[src/rtl/vram_pkg.sv]
// Shared definitions for the VRAM arbiter: CPU-side state encoding and
// default bus widths.
package vram_pkg;

    localparam int DEF_ADDR_W = 16;
    localparam int DEF_DATA_W = 16;

    // CPU access state machine encoding
    typedef enum logic [1:0] {
        IDLE    = 2'd0,
        RD_WAIT = 2'd1,
        RD_DATA = 2'd2,
        ACK     = 2'd3
    } cpuStateT;

endpackage

[src/rtl/vram_wbuf.sv]
// Posted-write FIFO. Depth is a power of two so the read/write pointers
// wrap naturally. The caller never pushes when full or pops when empty.
module vram_wbuf #(
    parameter int DEPTH = 2,
    parameter int W     = 32
) (
    input  logic                     clk,
    input  logic                     rst,
    input  logic                     push,
    input  logic [W-1:0]             pushData,
    input  logic                     pop,
    output logic [W-1:0]             head,
    output logic [$clog2(DEPTH):0]   count,
    output logic                     empty,
    output logic                     full
);

    localparam int PW = $clog2(DEPTH);
    localparam logic [PW:0] FULL_CNT = (PW+1)'(DEPTH);

    logic [W-1:0]  store [DEPTH];
    logic [PW-1:0] wrPtr;
    logic [PW-1:0] rdPtr;

    // Pointer and occupancy tracking; push+pop together leaves count unchanged
    always_ff @(posedge clk or posedge rst) begin
        if (rst) begin
            wrPtr <= '0;
            rdPtr <= '0;
            count <= '0;
        end else begin
            if (push) wrPtr <= wrPtr + 1'b1;
            if (pop)  rdPtr <= rdPtr + 1'b1;
            case ({push, pop})
                2'b10:   count <= count + 1'b1;
                2'b01:   count <= count - 1'b1;
                default: count <= count;
            endcase
        end
    end

    // Entry storage; contents are don't-care while not counted as valid
    always_ff @(posedge clk) begin
        if (push) store[wrPtr] <= pushData;
    end

    assign head  = store[rdPtr];
    assign empty = (count == '0);
    assign full  = (count == FULL_CNT);

endmodule

[src/rtl/vram_arbiter.sv]
// Single-port VRAM arbiter. GPU reads always win and see a fixed 1-cycle
// latency; CPU writes are posted into a small buffer and drained into
// GPU-idle cycles; CPU reads wait until the buffer is drained so they
// observe every earlier write.
//
// CPU handshake: the master raises cpuReq with stable cpuWe/cpuAddr/cpuWData
// and holds it until it sees cpuAck (a one-cycle pulse); it drops cpuReq on
// the edge after the ack. The request is not sampled during the ack cycle.
module vram_arbiter
    import vram_pkg::*;
#(
    parameter int ADDR_W     = DEF_ADDR_W,
    parameter int DATA_W     = DEF_DATA_W,
    parameter int WBUF_DEPTH = 2
) (
    input  logic              clk,
    input  logic              rst,
    input  logic              gpuRe,
    input  logic [ADDR_W-1:0] gpuAddr,
    output logic [DATA_W-1:0] gpuRData,
    input  logic              cpuReq,
    input  logic              cpuWe,
    input  logic [ADDR_W-1:0] cpuAddr,
    input  logic [DATA_W-1:0] cpuWData,
    output logic [DATA_W-1:0] cpuRData,
    output logic              cpuAck,
    output logic              wbufEmpty,
    output logic              memRe,
    output logic              memWe,
    output logic [ADDR_W-1:0] memAddr,
    output logic [DATA_W-1:0] memWData,
    input  logic [DATA_W-1:0] memRData,
    output cpuStateT          cpuState
);

    localparam int ENT_W = ADDR_W + DATA_W;
    localparam int CW    = $clog2(WBUF_DEPTH) + 1;
    localparam logic [CW-1:0] CNT_FULL = CW'(WBUF_DEPTH);

    cpuStateT          state;
    cpuStateT          stateNext;
    logic [ADDR_W-1:0] rdAddr;
    logic [ENT_W-1:0]  wbHead;
    logic [CW-1:0]     wbCount;
    logic              wbEmpty;
    logic              wbFull;
    logic              pushReq;
    logic              drain;
    logic              rdIssue;

    // Full is judged on the count before any same-cycle drain, so a write
    // arriving on a full buffer retries even if an entry leaves this cycle.
    assign pushReq = (state == IDLE) && cpuReq && cpuWe && !wbFull;
    assign drain   = !gpuRe && !wbEmpty;
    assign rdIssue = (state == RD_WAIT) && !gpuRe && wbEmpty;

    vram_wbuf #(
        .DEPTH (WBUF_DEPTH),
        .W     (ENT_W)
    ) u_wbuf (
        .clk      (clk),
        .rst      (rst),
        .push     (pushReq),
        .pushData ({cpuAddr, cpuWData}),
        .pop      (drain),
        .head     (wbHead),
        .count    (wbCount),
        .empty    (wbEmpty),
        .full     (wbFull)
    );

    // Occupancy count and full flag from the buffer must always agree
    always_ff @(posedge clk) begin
        if (!rst) assert (wbFull == (wbCount == CNT_FULL));
    end

    // CPU state register
    always_ff @(posedge clk or posedge rst) begin
        if (rst) state <= IDLE;
        else     state <= stateNext;
    end

    // CPU next-state logic
    always_comb begin
        stateNext = state;
        case (state)
            IDLE: begin
                if (cpuReq && cpuWe && !wbFull) stateNext = ACK;
                else if (cpuReq && !cpuWe)      stateNext = RD_WAIT;
            end
            RD_WAIT: if (rdIssue) stateNext = RD_DATA;
            RD_DATA: stateNext = ACK;
            ACK:     stateNext = IDLE;
            default: stateNext = IDLE;
        endcase
    end

    // Read address latch and read-data capture
    always_ff @(posedge clk or posedge rst) begin
        if (rst) begin
            rdAddr   <= '0;
            cpuRData <= '0;
        end else begin
            if (state == IDLE && cpuReq && !cpuWe) rdAddr   <= cpuAddr;
            if (state == RD_DATA)                  cpuRData <= memRData;
        end
    end

    // Memory port mux: GPU read, then write drain, then CPU read issue
    always_comb begin
        memRe    = 1'b0;
        memWe    = 1'b0;
        memAddr  = '0;
        memWData = '0;
        if (gpuRe) begin
            memRe   = 1'b1;
            memAddr = gpuAddr;
        end else if (!wbEmpty) begin
            memWe    = 1'b1;
            memAddr  = wbHead[ENT_W-1 -: ADDR_W];
            memWData = wbHead[DATA_W-1:0];
        end else if (rdIssue) begin
            memRe   = 1'b1;
            memAddr = rdAddr;
        end
    end

    assign gpuRData  = memRData;
    assign cpuAck    = (state == ACK);
    assign wbufEmpty = wbEmpty;
    assign cpuState  = state;

endmodule

[config.mk]
export PLATFORM = sky130hd
export DESIGN_NAME = vram_arbiter
export DESIGN_NICKNAME = d
export VERILOG_FILES = /design/src/rtl/vram_pkg.sv /design/src/rtl/vram_wbuf.sv /design/src/rtl/vram_arbiter.sv
export SDC_FILE = /design/constraint.sdc
export NUM_CORES = 1
export LEC_CHECK = 0
export BUFFER_PORTS_ARGS = -buffer_cell sky130_fd_sc_hd__buf_2
export CAP_MARGIN = 20
export CORE_ASPECT_RATIO = 0.5
export CORE_MARGIN = 2
export CORE_UTILIZATION = 45
export CTS_CLUSTER_DIAMETER = 120
export DETAILED_ROUTE_END_ITERATION = 12
export GPL_TIMING_DRIVEN = 0
export MAX_ROUTING_LAYER = met4
export PLACE_DENSITY = 0.74
export SYNTH_ARGS = -nofsm -noshare
export SYNTH_HDL_FRONTEND = slang
export SYNTH_SLANG_ARGS = --single-unit
[constraint.sdc]
create_clock -name clk -period 2.8 [get_ports clk]
set_input_delay 0 -clock clk [delete_from_list [all_inputs] [get_ports clk]]
set_output_delay 0 -clock clk [all_outputs]
set_load 0.01 [all_outputs]
==> impl_metrics.csv, run 1 <==
group,metric,value,unit
power,pwr-share-seq,39.2,%
die,die-area,10900,µm²
route,route.detailed.drc,0,
timing,finalSetupViolations,0,
timing,tightest_slew,0.824,ns
clock_network,cts_htree_levels,3,
timing,slew_viol_final,0,
timing,slew-limit-headroom,45.0,%
power,switchingPower,1.75,mW
power,power_leakage,2.73,nW
yosys,yosysTopAreaCell,"edfxtp_1",
clock_network,cts_root_buffer,"clkbuf_16",
timing,tns,0,ns
timing,rsz0062_at_grt,"no",
yosys,synth_commonest_cells,"64 x edfxtp_1, 50 x mux2i_1, 48 x mux2_2, 38 x dfrtp_1, 20 x nor2_1",
die,num_io_pins,139,
worst_hold_path,hold_depth,3,
power,powerDensity,885,nW/µm²
global_route,grt_pass1_vias,3113,
timing,fmax,449,MHz
yosys,syn-num-nets,370,
yosys,syn_area_per_cell,15.2,µm²
finish,multi_input_area,1400,µm²
critical_path,cp_max_fo,10,
die,coreArea,9570,µm²
timing,post-route-min-period,2.23,ns
yosys,synthCells,295,
die,num_rows,25,
power,vdd_drop_max,529,µV
route,dr.pass1.iters,4,
finish,final_cells,634,
yosys,syn_area,4500,µm²
finish,layout-drive-gt1-share,47.1,%
critical_path,critPathKind,"reg2out",
yosys,synth_cell_types,24,
global_route,overflow,0,
worst_hold_path,hold_start,"cpuWe",
finish,regArea,2870,µm²
finish,final_core_util,64.7,%
yosys,async_flop_share,37.3,%
timing,final.period_utilization,79.6,%
global_route,grt_max_degree,39,
critical_path,cp_data_required_time,2.80,ns
clock_network,numCtsBuffers,9,
global_route,antenna_found_initial,0,
worst_hold_path,whs_endpoint,"cpuState[1]",
run,drv_cap,0,
yosys,yosys_most_used_dff,"edfxtp_1",
timing,skew,0.00805,ns
power,p_int,3.73,mW
finish,filler_cell_count,719,
placed_design,dpl-instance-area,5410,µm²
die,fp.dieH,74.7,µm
yosys,synth_edf_count,64,
route,vias_per_cell,4.71,
yosys,synthTopCellsByArea,"edfxtp_1 43%, dfrtp_1 21%, mux2_2 12%, mux2i_1 11%, buf_4 3.2%",
timing,hold_violations,0,
die,start_util,47.0,%
critical_path,crit_path_start_kind,"register",
yosys,yosysWarnings,0,
placed_design,place_ws,0.808,ns
die,dieWidth,145,µm
worst_hold_path,hold_class,"in2reg",
clock_network,cts_tree,"built",
finish,post-route-cell-area,6190,µm²
placed_design,dp_cells,569,
route,routed_wl,9230,µm
clock_network,clockBufferDepth,2,
timing,setup_ws,0.571,ns
finish,fin_nets,569,
critical_path,reg2reg_depth,9,
global_route,grt_pass1_wl,14900,µm
route,drtAntennaViolNets,0,
yosys,yosysSeqAreaShare,63.9,%
route,vias,2984,
placed_design,place.gp.congestion,0.730,
clock_network,clkTransAtPathRegs,0.06,ns
placed_design,portBuffers,137,
power,pwr-share-comb,38.4,%
clock_network,clk_latency,0.34,ns
run_status,outcome,"finished, final reports clean",
route,wl_per_cell,14.6,µm
power,clkPwrFrac,22.3,%
yosys,ys_ff_latch,102,
critical_path,worstPathArrival,2.23,ns
global_route,grt_usage,18.5,%
yosys,synth_top_area_share,42.7,%
clock_network,cts.sinks,102,
placed_design,hpwlAfterDp,6030,µm
route,drt_first_iter_violations,72,
yosys,synth.most_common_cell,"edfxtp_1",
critical_path,rr_startpoint,"u_wbuf.count[0]",
power,swShare,31.9,%
critical_path,reg2reg_to,"u_wbuf.count[1]",
finish,syn2layout_area_growth,37.6,%
critical_path,reg2reg_slack,0.83,ns
finish,n_antenna_cell,0,
critical_path,endpoint_kind,"output pin",
## placed cells by master (no fill, tap or decap), drive strengths merged, types with 2 or more instances in the layout
master / count
clkbuf: 12
mux2i: 50
buf: 168
ha: 6
nand2: 17
xnor2: 4
dlygate4sd3: 49
nor2: 21
clkinv: 3
mux2: 48
clkinvlp: 2
dfrtp: 38
edfxtp: 64
inv: 6
## sequential cells by signal (all words and copies together) (netlist names)
register      count
cpuRData         16
u_wbuf.store     64
u_wbuf.rdPtr      1
cpuState          2
u_wbuf.wrPtr      1
u_wbuf.count      2
rdAddr           16
## final cells by class
| cell class | instances | area share [%] |
|---|---|---|
| flip-flops and latches | 102 | 46.4 |
| multi-input cells | 156 | 22.6 |
| repair buffers | 188 | 19.6 |
| clock buffers | 10 | 3.70 |
| plain buffers | 31 | 3.54 |
| well taps | 135 | 2.73 |
| clock inverters | 6 | 1.03 |
| inverters | 6 | 0.364 |
## worst max-delay path: stages, from the launching register on
cell and delay (ns):
dfrtp_1 0.41, inv_1 0.14, ha_1 0.15, buf_2 0.22
clkbuf_1 0.40, nand2_1 0.09, mux2i_1 0.18, mux2_2 0.17
buf_2 0.12
## power groups by stage
stage	logic [mW]	registers [mW]	clock network, mW
2_1_floorplan	1.39	2.21	0
3_3_place_gp	2.03	2.16	0
3_5_place_dp	2.07	2.18	0
4_1_cts	2.14	2.15	1.25
5_1_grt	2.33	2.19	1.31
6_report	2.10	2.15	1.22
## worst max-delay path by stage
| stage | start | to | cells after the start |
|---|---|---|---|
| global placement | cpuState[0] | u_wbuf.store[0][5] | 4 |
| CTS | cpuState[1] | memAddr[14] | 8 |
| finish | cpuState[1] | memAddr[14] | 8 |
| global route | cpuState[1] | memAddr[11] | 8 |
| detailed placement | u_wbuf.count[0] | u_wbuf.count[1] | 9 |
| floorplan | cpuState[0] | u_wbuf.store[0][0] | 4 |
## through the flow
step / hold slack (ns) / power (mW)
2_1_floorplan: 0.0918 / 3.60
3_3_place_gp: 0.188 / 4.20
3_5_place_dp: 0.194 / 4.25
4_1_cts: 0.0136 / 5.54
5_1_grt: 0.103 / 5.83
6_report: 0.0276 / 5.48
## per-layer routing
layer | vias up | track usage (%) | wire length, µm
met2 | 76 | 33.2 | 4730
met4 | 0 | 6.21 | 101
li1 | 1446 | - | -
met1 | 1452 | 21.0 | 4000
met5 | - | - | 0
met3 | 10 | 4.55 | 398
## cells by family (layout without fill, tap and decap cells)
group / Yosys count / count (layout) / share of synthesized area (%)
XOR/XNOR: 5 / 5 / 0.974
AO/OA/AOI/OAI: 4 / 4 / 0.723
AND/OR/NAND/NOR: 43 / 43 / 4.26
adder cells (fa/ha/maj): 6 / 6 / 1.67
flip-flops: 102 / 102 / 63.9
multiplexers: 98 / 98 / 23.1
buffers and inverters: 37 / 241 / 5.37
## timing repair
item,CTS,global route
buffers inserted,0,0
endpoints found under the hold margin,134,0
hold buffers,49,0
resized for setup,0,0
endpoints found under the setup margin,0,0
No activity file was read; power rests on OpenSTA's default activity.
==> run 2, diff against run 1 <==
==> constraint.sdc (replaced) <==
create_clock -name clk -period 1.9 [get_ports clk]
set_input_delay 0 -clock clk [delete_from_list [all_inputs] [get_ports clk]]
set_output_delay 0 -clock clk [all_outputs]
set_load 0.01 [all_outputs]
==> impl_metrics.csv, run 2 (same netlist as run 1, synthesis figures left out) <==
group,metric,value,unit
placed_design,hpwlAfterDp,5710,µm
timing,hold_violations,0,
finish,largest_reg_flops,64,
critical_path,slowest_delay,0.37,ns
run_status,outcome,"finished, final reports clean",
die,coreArea,9570,µm²
clock_network,numCtsBuffers,9,
critical_path,cp_max_fo,10,
route,wl_per_cell,15.1,µm
clock_network,cts_root_buffer,"clkbuf_16",
timing,slew_viol_final,0,
timing,whs,0.0273,ns
timing,tns,0,ns
finish,regMostFlops,"u_wbuf.store",
global_route,grt_max_degree,39,
global_route,grt_pass1_wl,15000,µm
critical_path,rr_startpoint,"u_wbuf.count[0]",
die,num_rows,25,
placed_design,dp_cells,567,
die,fp.dieH,74.7,µm
die,start_util,47.0,%
finish,layout-drive-gt1-share,49.7,%
critical_path,worstPathArrival,1.82,ns
route,vias_per_cell,4.76,
worst_hold_path,whs_endpoint,"cpuState[1]",
timing,fmax,548,MHz
critical_path,cp_cell_sequence,"inv_2 > ha_1 > buf_6 > clkbuf_16 > nand2_2 > mux2i_4 > mux2_2 > buf_2",
worst_hold_path,hold_class,"in2reg",
timing,skew,0.00679,ns
die,num_io_pins,139,
critical_path,cp_data_required_time,1.90,ns
clock_network,cts_htree_levels,3,
critical_path,reg2reg_depth,9,
worst_hold_path,hold_start,"cpuWe",
timing,tightest_slew,0.834,ns
placed_design,portBuffers,137,
critical_path,endpoint_kind,"output pin",
finish,fin_nets,579,
power,vdd_drop_max,735,µV
finish,reg_top3,"u_wbuf.store x64, cpuRData x16, rdAddr x16",
finish,n_antenna_cell,0,
clock_network,cts.sinks,102,
placed_design,dpl-instance-area,5380,µm²
critical_path,crit_slowest_cell,"dfrtp_1",
timing,final.period_utilization,96.0,%
finish,final_cells,644,
timing,slew-limit-headroom,44.3,%
power,power_leakage,2.81,nW
die,dieWidth,145,µm
global_route,antenna_found_initial,0,
critical_path,reg2reg_to,"u_wbuf.count[1]",
finish,layout_commonest_cell,"buf_2",
global_route,overflow,0,
finish,filler_cell_count,676,
timing,post-route-min-period,1.82,ns
route,drtAntennaViolNets,0,
finish,post-route-cell-area,6400,µm²
run,drv_cap,0,
route,route.detailed.drc,0,
critical_path,critPathKind,"reg2out",
route,drt_first_iter_violations,142,
route,vias,3063,
clock_network,clockBufferDepth,2,
worst_hold_path,hold_depth,3,
timing,rsz0062_at_grt,"yes",
finish,layout_common_cells,"141 x buf_2, 64 x edfxtp_1, 49 x dlygate4sd3_1",
global_route,grt_usage,19.0,%
clock_network,clkTransAtPathRegs,0.07,ns
route,routed_wl,9730,µm
timing,finalSetupViolations,0,
power,powerDensity,1340,nW/µm²
die,die-area,10900,µm²
placed_design,place.gp.congestion,0.701,
clock_network,clk_latency,0.34,ns
route,dr.pass1.iters,4,
critical_path,crit_path_start_kind,"register",
global_route,grt_pass1_vias,3033,
critical_path,reg2reg_slack,0.10,ns
clock_network,cts_tree,"built",
finish,syn2layout_area_growth,42.2,%
run 2: metrics by stage:
stage / total power [mW] / utilization (%) / worst slack [ns]
after global placement: 6.22 / 56.2 / -0.393
after detailed placement: 6.28 / 56.2 / -0.419
after global routing: 9.04 / 66.8 / -0.0211
after floorplan: 5.35 / - / -0.0348
after CTS: 8.48 / 66.3 / 0.0117
final: 8.58 / 66.8 / 0.0751
run 2: worst max path at each step:
stage                         start                  to  slack (ns)  cells after the start
floorplan               cpuState[1]  u_wbuf.store[0][0]       -0.03                      4
global placement    u_wbuf.count[0]  u_wbuf.store[0][0]       -0.39                      4
detailed placement  u_wbuf.count[0]  u_wbuf.store[0][5]       -0.42                      4
CTS                     cpuState[1]         memAddr[14]        0.01                      8
global route            cpuState[1]         memAddr[11]       -0.02                      8
finish                  cpuState[1]          memAddr[3]        0.08                      8
run 2: area by class of cell:
type                    count  area, µm²  share of cell area, %
repair buffers            198       1310                   20.5
flip-flops and latches    102       2870                   44.9
plain buffers              29        245                   3.83
clock buffers               9        225                   3.52
clock inverters             7       88.8                   1.39
inverters                   6       22.5                  0.352
well taps                 135        169                   2.64
multi-input cells         158       1460                   22.9
run 2: critical path: cells and delay by family, from the launching register on:
family,cells,cell delay [ns]
fa+ha+maj,1,0.19
buf+inv,4,0.50
flops,1,0.37
mux,2,0.33
simple gates,1,0.09
run 2: routing by layer:
metal / track usage [%] / wire length [µm] / vias up
met5: - / 0 / -
met4: 6.10 / 120 / 0
met3: 4.73 / 529 / 14
li1: - / - / 1464
met2: 31.9 / 4810 / 102
met1: 23.2 / 4260 / 1483
run 2: power breakdown:
group	internal [mW]	switching (mW)
Combinational	1.80	1.67
Clock	1.14	0.773
Sequential	2.91	0.279
run 2: timing repair:
item                                   4_1_cts  5_1_grt
setup endpoints to repair                   75       28
pin swaps                                    6        1
endpoints found under the hold margin      134        0
cloned                                       2        0
buffers inserted                            10        2
gates resized for setup                      7       16
hold buffers                                49        0
==> run 3, diff against run 2 <==
--- a/config.mk
+++ b/config.mk
@@ -5,7 +5,7 @@
 export SDC_FILE = /design/constraint.sdc
 export NUM_CORES = 1
 export LEC_CHECK = 0
-export BUFFER_PORTS_ARGS = -buffer_cell sky130_fd_sc_hd__buf_2
+export BUFFER_PORTS_ARGS = -buffer_cell sky130_fd_sc_hd__clkbuf_2
 export CAP_MARGIN = 20
 export CORE_ASPECT_RATIO = 0.5
 export CORE_MARGIN = 2
==> impl_metrics.csv, run 3 (same netlist as run 1, synthesis figures left out) <==
group,metric,value,unit
global_route,grt_max_degree,39,
critical_path,endpoint_kind,"register",
die,fp.dieH,74.7,µm
die,dieWidth,145,µm
finish,final_core_util,67.2,%
placed_design,place.gp.congestion,0.712,
clock_network,clk_latency,0.34,ns
timing,hold_violations,0,
worst_hold_path,hold_depth,3,
placed_design,portBuffers,137,
route,routed_wl,9690,µm
clock_network,clockBufferDepth,2,
run,drv_cap,0,
route,drt_first_iter_violations,131,
timing,rsz0062_at_grt,"yes",
critical_path,rr_startpoint,"u_wbuf.count[0]",
route,route.detailed.drc,0,
power,vdd_drop_max,777,µV
finish,filler_cell_count,686,
placed_design,dpl-instance-area,5380,µm²
timing,final.period_utilization,94.6,%
timing,post-route-min-period,1.80,ns
critical_path,crit_path_start_kind,"register",
global_route,antenna_found_initial,0,
critical_path,critPathKind,"reg2reg",
timing,finalSetupViolations,0,
global_route,grt_pass1_vias,3131,
timing,tns,0,ns
clock_network,numCtsBuffers,9,
power,powerDensity,1360,nW/µm²
timing,whs,0.0540,ns
finish,n_antenna_cell,0,
route,drtAntennaViolNets,0,
finish,layout_commonest_cell,"clkbuf_2",
clock_network,cts_htree_levels,3,
global_route,grt_usage,19.5,%
finish,reg_top3,"u_wbuf.store x64, cpuRData x16, rdAddr x16",
timing,slew_viol_final,0,
clock_network,clkTransAtPathRegs,0.06,ns
finish,fin_nets,583,
die,num_rows,25,
route,dr.pass1.iters,4,
critical_path,reg2reg_depth,9,
global_route,grt_pass1_wl,15400,µm
timing,tightest_slew,0.825,ns
clock_network,cts_root_buffer,"clkbuf_16",
finish,layout-drive-gt1-share,49.3,%
finish,syn2layout_area_growth,42.9,%
critical_path,cp_data_required_time,2.12,ns
finish,post-route-cell-area,6430,µm²
die,start_util,47.0,%
die,die-area,10900,µm²
finish,layout_common_cells,"137 x clkbuf_2, 64 x edfxtp_1, 50 x mux2i_1",
clock_network,cts.sinks,102,
worst_hold_path,hold_start,"cpuWe",
die,coreArea,9570,µm²
finish,final_cells,648,
route,vias_per_cell,4.71,
finish,largest_reg_flops,64,
critical_path,cp_max_fo,18,
global_route,overflow,0,
timing,slew-limit-headroom,44.9,%
worst_hold_path,whs_endpoint,"cpuState[1]",
run_status,outcome,"finished, final reports clean",
critical_path,worstPathArrival,2.02,ns
critical_path,reg2reg_to,"u_wbuf.count[1]",
timing,fmax,556,MHz
placed_design,hpwlAfterDp,5810,µm
clock_network,cts_tree,"built",
route,vias,3049,
timing,skew,0.00312,ns
critical_path,reg2reg_slack,0.10,ns
die,num_io_pins,139,
route,wl_per_cell,14.9,µm
placed_design,dp_cells,567,
power,power_leakage,2.85,nW
worst_hold_path,hold_class,"in2reg",
finish,regMostFlops,"u_wbuf.store",
run 3: layer usage:
| metal | part of all wire, % | up-vias | GRT usage [%] | routed length [µm] |
|---|---|---|---|---|
| li1 | - | 1477 | - | - |
| met1 | 42 | 1471 | 22.4 | 4020 |
| met2 | 52 | 91 | 34.9 | 5070 |
| met3 | 4.9 | 10 | 5.15 | 478 |
| met4 | 1.1 | 0 | 5.99 | 111 |
| met5 | 0 | - | - | 0 |
run 3: repair_timing:
| item | in CTS | in global routing |
|---|---|---|
| endpoints found under the hold margin | 134 | 0 |
| hold buffers | 49 | 0 |
| pin swaps | 6 | 2 |
| gates cloned | 2 | 0 |
| setup endpoints to repair | 75 | 30 |
| gates resized for setup | 6 | 9 |
| buffers inserted | 12 | 4 |
run 3: report_power, final:
| part | switching, mW | leakage, nW | internal (mW) |
|---|---|---|---|
| clock | 0.759 | 0.175 | 1.41 |
| combinational | 1.64 | 1.65 | 1.72 |
| sequential | 0.288 | 1.03 | 2.91 |
| total | 2.69 | 2.85 | 6.04 |
run 3: area by class of cell:
class	instances	area, µm²	share of cell area, %
buffer	29	230	3.58
clock buffer	9	225	3.50
clock inverter	7	136	2.12
inverter	6	22.5	0.350
multi-input combinational	158	1440	22.3
sequential	102	2870	44.7
tap	135	169	2.63
timing repair buffer	202	1340	20.8
run 3: how the worst max path moves through the flow:
stage                     slack, ns            endpoint            start
after floorplan               -0.03  u_wbuf.store[0][0]      cpuState[1]
after global placement        -0.39  u_wbuf.store[0][0]  u_wbuf.count[0]
after detailed placement      -0.43  u_wbuf.store[1][0]  u_wbuf.count[0]
after CTS                     0.009          memAddr[2]      cpuState[1]
after global routing         -0.003     u_wbuf.count[1]  u_wbuf.count[0]
final                          0.10     u_wbuf.count[1]  u_wbuf.count[0]
run 3: worst max-delay path: stages, from the launching register on:
cell and delay (ns):
dfrtp_1 0.37, clkbuf_4 0.19, nor2_8 0.16, or2_4 0.14
buf_12 0.14, inv_1 0.10, ha_1 0.23, xnor2_1 0.14
nor2_1 0.07, xor2_1 0.13
run 3: through the flow:
step                power [mW]  setup slack, ns
finish                    8.72            0.102
global route              9.24         -0.00300
CTS                       8.76          0.00907
detailed placement        6.30           -0.429
global placement          6.22           -0.390
floorplan                 5.35          -0.0348
